`src/rtl/pipe_hazard_ctrl.sv`:
```
// Stall/flush controller for the in-order pipeline: merges stall requesters into a
// per-stage freeze vector, times the redirect flush window, and keeps stall statistics.
module pipe_hazard_ctrl #(
    parameter int                    NUM_STAGES       = 6,
    parameter int                    NUM_REQ          = 4,
    parameter logic [4*NUM_REQ-1:0]  REQ_DEPTH        = {4'd4, 4'd2, 4'd1, 4'd1},
    parameter int                    REDIRECT_DEPTH   = 2,
    parameter int                    REDIRECT_PENALTY = 2,
    parameter int                    CNT_W            = 16,
    parameter int                    TIMEOUT          = 1024,
    localparam int                   SEL_W            = (NUM_REQ > 1) ? $clog2(NUM_REQ) : 1
) (
    input  logic                  clk,
    input  logic                  rst,
    input  logic                  rdy,
    input  logic [NUM_REQ-1:0]    stall_req,
    input  logic                  redirect,
    input  logic [SEL_W-1:0]      cnt_sel,
    input  logic                  cnt_clr,
    output logic [NUM_STAGES-1:0] stall,
    output logic [NUM_STAGES-1:0] flush,
    output logic                  flushing,
    output logic [CNT_W-1:0]      cnt_out,
    output logic                  deadlock
);

    localparam int PEN_W = $clog2(REDIRECT_PENALTY + 1);
    localparam int WD_W  = (TIMEOUT > 1) ? $clog2(TIMEOUT + 1) : 1;
    localparam int TO_M1 = (TIMEOUT > 0) ? TIMEOUT - 1 : 0;

    function automatic logic [NUM_STAGES-1:0] range_mask(input int lo, input int hi);
        logic [NUM_STAGES-1:0] m;
        for (int j = 0; j < NUM_STAGES; j++) begin
            m[j] = (j >= lo) && (j <= hi);
        end
        return m;
    endfunction

    localparam logic [NUM_STAGES-1:0] FLUSH_BITS = range_mask(1, REDIRECT_DEPTH);

    logic [NUM_STAGES-1:0] mask;
    logic                  frozen;
    logic                  active;
    logic [PEN_W-1:0]      pen_cnt;
    logic [CNT_W-1:0]      counters [NUM_REQ];
    logic [WD_W-1:0]       wd_cnt;
    logic                  deadlock_q;

    // A requester deeper than the flush region freezes the flush window in place.
    always_comb begin
        mask   = '0;
        frozen = 1'b0;
        for (int i = 0; i < NUM_REQ; i++) begin
            if (stall_req[i]) begin
                mask = mask | range_mask(0, int'(REQ_DEPTH[i*4 +: 4]));
                if (int'(REQ_DEPTH[i*4 +: 4]) > REDIRECT_DEPTH) begin
                    frozen = 1'b1;
                end
            end
        end
    end

    assign active = (pen_cnt != '0) && !frozen;

    always_comb begin
        stall    = '0;
        flush    = '0;
        flushing = 1'b0;
        if (!rst) begin
            if (!rdy) begin
                stall = '1;
            end else if (active) begin
                stall    = mask & ~FLUSH_BITS;
                flush    = FLUSH_BITS;
                flushing = 1'b1;
            end else begin
                stall = mask;
            end
        end
    end

    // A new redirect restarts the window rather than extending it.
    always_ff @(posedge clk) begin
        if (rst) begin
            pen_cnt <= '0;
        end else if (rdy) begin
            if (redirect) begin
                pen_cnt <= PEN_W'(REDIRECT_PENALTY);
            end else if (active) begin
                pen_cnt <= pen_cnt - 1'b1;
            end
        end
    end

    always_ff @(posedge clk) begin
        if (rst) begin
            for (int i = 0; i < NUM_REQ; i++) begin
                counters[i] <= '0;
            end
        end else if (rdy) begin
            for (int i = 0; i < NUM_REQ; i++) begin
                if (cnt_clr) begin
                    counters[i] <= '0;
                end else if (stall_req[i] && (counters[i] != '1)) begin
                    counters[i] <= counters[i] + 1'b1;
                end
            end
        end
    end

    assign cnt_out = (32'(cnt_sel) < NUM_REQ) ? counters[cnt_sel] : '0;

    // A nonzero mask is exactly the condition for a nonzero stall on rdy cycles.
    always_ff @(posedge clk) begin
        if (rst) begin
            wd_cnt     <= '0;
            deadlock_q <= 1'b0;
        end else if (rdy && (TIMEOUT != 0)) begin
            if (mask != '0) begin
                if (wd_cnt == WD_W'(TO_M1)) begin
                    deadlock_q <= 1'b1;
                end
                if (wd_cnt != WD_W'(TIMEOUT)) begin
                    wd_cnt <= wd_cnt + 1'b1;
                end
            end else begin
                wd_cnt <= '0;
            end
        end
    end

    assign deadlock = deadlock_q & ~rst;

endmodule
```
`config.mk`:
```
export PLATFORM = sky130hd
export DESIGN_NAME = pipe_hazard_ctrl
export DESIGN_NICKNAME = d
export VERILOG_FILES = /design/src/rtl/pipe_hazard_ctrl.sv
export SDC_FILE = /design/constraint.sdc
export NUM_CORES = 1
export LEC_CHECK = 0
export CORE_MARGIN = 2
export CORE_UTILIZATION = 45
export DETAILED_ROUTE_END_ITERATION = 6
export GPL_TIMING_DRIVEN = 0
export PLACE_DENSITY = 0.62
export SYNTH_ARGS = -nofsm -noshare
export SYNTH_HDL_FRONTEND = slang
export SYNTH_SLANG_ARGS = --single-unit
```
`constraint.sdc`:
```
create_clock -name clk -period 3.4 [get_ports clk]
set_input_delay 0.68 -clock clk [delete_from_list [all_inputs] [get_ports clk]]
set_output_delay 0.68 -clock clk [all_outputs]
set_load 0.1 [all_outputs]
```
==> results.ini <==
[sta]
timing.final.max_slew_violations=0
skew_ns=0.008794
setup_ws_ns=0.1203
setup_viol=0
whs_ns=0.4732
final_hold_viol_count=0
rsz0062_at_grt=no
fmax_mhz=304.9
relSlewSlack_pct=35.26
post-route-period-util_pct=96.46
tightest_slew_ns=0.9695
min_period_ns=3.280

[cells_and_area]
n_antenna_cell=0
area_growth_pct=14.20
final_nets=512
layout-drive-gt1-share_pct=13.65
final.fill_count=897

[synth]
synth_edf_count=64
syn-instance-count=446
netlist_area_um2=4633
synth_cell_types=45
synthTopCellsByArea=edfxtp_1 41%, xnor2_1 8.5%, nor2_1 7.2%
ys_seq_area_share_pct=47.53
yosys_warnings=0
ys_ff_latch=78
synth_common_cells=89 x nor2_1, 64 x edfxtp_1, 45 x xnor2_1
avgSynthCellArea_um2=10.39
async_flop_share_pct=0
yosysMostFrequentCell=nor2_1
netlist.area_leader.share_pct=41.48
yosysTopAreaCell=edfxtp_1
synth_ff_type=edfxtp_1

[power_and_ir_drop]
p_seq_share_pct=51.3
combPwrFrac_pct=18.9
power_frac_clock_pct=29.8
internal-power_uw=1537
power_switching_uw=727.2
peakVddDrop_mv=0.1739
power.density_nw_per_um2=427.9
switching_share_pct=32.12
p_leak_uw=0.001762

[grt]
grt.busiest_layer=met2
grt_util_met1_pct=26.99
use_met2_pct=32.72
grt-ovfl-total=0
globalRouteMet3Util_pct=3.587
grt_max_degree=17
antenna_found_initial=0
grt_pass1_wl_mm=17.57
grt_pass1_vias=3363
grt_use_total_pct=20.30

[route]
via_per_inst=5.550
antenna_left=0
vias=3519
wirelength_mm=10.66
drtIter0Drc=208
drc=0
wl_per_cell_um=16.81
drtPass1Iterations=4

[status]
status=completed

[worst_setup_path]
ff2ff_setup_slack_ns=0.41
endpoint_kind=primary output
arrival_ns=2.60
crit_fanout=7
required_ns=2.72
critPathKind=in2out
start_kind=input pin
rr_worst_depth=6
timing.rr.end=counters[2][12]$_SDFFCE_PN0P_
rr_startpoint=counters[2][0]$_SDFFCE_PN0P_

[clock_network]
postCtsHoldBufs=0
clk_latency_ns=0.35
post-cts-setup-buffer-count=0
numCtsBuffers=9
clk_pin_slew_ns=0.07
clock_path_buffers=2
cts.sink_count=78
h-tree-depth=3
cts_tree=built
root_buffer=clkbuf_8

[worst_hold_path]
worstHoldPathCells=2
min_path_type=reg2reg
worstHoldStart=deadlock_q$_SDFFE_PP0P_
min_to=deadlock_q$_SDFFE_PP0P_

[floorplanning]
io_pins=41
die_h_um=105.5
core_area_um2=10140
die-area_um2=11120
die_w_um=105.5
initial_core_util_pct=45.70
rows=37

[place]
portBuffers=34
dp_slack_ns=-0.6467
hpwl_mm=7.984
gp_congestion=0.8787

[flow_run]
cap_violations=0

## metrics by stage
step           instances  setup TNS [ns]  utilization, %  total power, uW  instance area (um^2)
2_1_floorplan        449               0               -             1506                  4649
3_3_place_gp         619          -10.06           50.89             1619                  5160
3_5_place_dp         620          -6.361           51.01             1627                  5171
4_1_cts              634         -0.1380           52.56             2278                  5329
5_1_grt              634               0           52.19             2346                  5291
6_report             634               0           52.19             2264                  5291
## kinds of logic after synthesis
| logic type | share of synthesized area, % |
|---|---|
| simple gates | 22.06 |
| flops | 47.53 |
| xor+xnor | 10.78 |
| buf+inv | 4.483 |
| compound gates | 4.807 |
| mux | 8.372 |
| fa+ha+maj | 1.890 |
| other cells | 0.08094 |
## placed cells by master, fill, tap and decap left out, types with 3 or more instances in the layout
master,Yosys,layout
edfxtp_1,64,64
nor4_1,14,13
conb_1,1,4
or3_1,5,5
clkdlybuf4s15_2,0,3
nor2_1,89,89
o21ai_0,8,7
nand3_1,23,23
and3_1,4,4
dlygate4sd2_1,0,4
nor3_1,18,17
mux4_2,14,14
buf_4,8,8
dfxtp_1,14,14
nand4_1,15,15
nand2_1,31,31
xor2_1,12,12
clkbuf_2,0,13
inv_1,22,22
clkdlybuf4s50_1,0,13
a21oi_1,9,9
xnor2_1,45,45
clkbuf_1,8,8
ha_1,7,7
clkbuf_8,1,10
## what timing repair did
item	in CTS	in global routing
resized for setup	26	29
gates cloned	0	0
endpoints found under the setup margin	20	15
endpoints found under the hold margin	0	0
## power groups by stage
stage	logic [uW]	clock network, uW	registers, uW
floorplan	353	0	1150
global placement	438	0	1180
detailed placement	444	0	1180
CTS	433	683	1160
global route	452	724	1170
finish	428	674	1160
## state kept, by name (all words and copies together) (netlist names)
signal	count
counters	64
wd_cnt	11
pen_cnt	2
deadlock_q	1
## critical path, stage by stage
cell             delay, ns
clkbuf_1              0.36
mux4_2                0.58
clkdlybuf4s50_1       0.98
## per-layer routing
metal  up-vias  routed length [um]
li1       1700                   -
met1      1695                4734
met2       105                5121
met3        19                 546
met4         0                 257
met5         -                   0
## final cells by class
| class | count | area, um^2 | share of cell area (%) |
|---|---|---|---|
| timing repair buffer | 35 | 287.8 | 5.439 |
| sequential | 78 | 2202 | 41.62 |
| buffer | 19 | 121.4 | 2.294 |
| clock inverter | 5 | 51.30 | 0.9695 |
| clock buffer | 10 | 127.6 | 2.412 |
| inverter | 22 | 82.58 | 1.561 |
| multi-input combinational | 329 | 2248 | 42.49 |
| tap | 136 | 170.2 | 3.216 |
## how the worst max path moves through the flow
stage                       from    endpoint  slack [ns]
global placement    stall_req[2]    stall[1]       -0.63
detailed placement  stall_req[2]    stall[1]       -0.65
CTS                 stall_req[2]    stall[1]       -0.14
floorplan                    rdy    stall[4]        0.02
finish                cnt_sel[1]  cnt_out[4]        0.12
global route          cnt_sel[1]  cnt_out[4]        0.02
No activity file was read; power rests on OpenSTA's default activity.
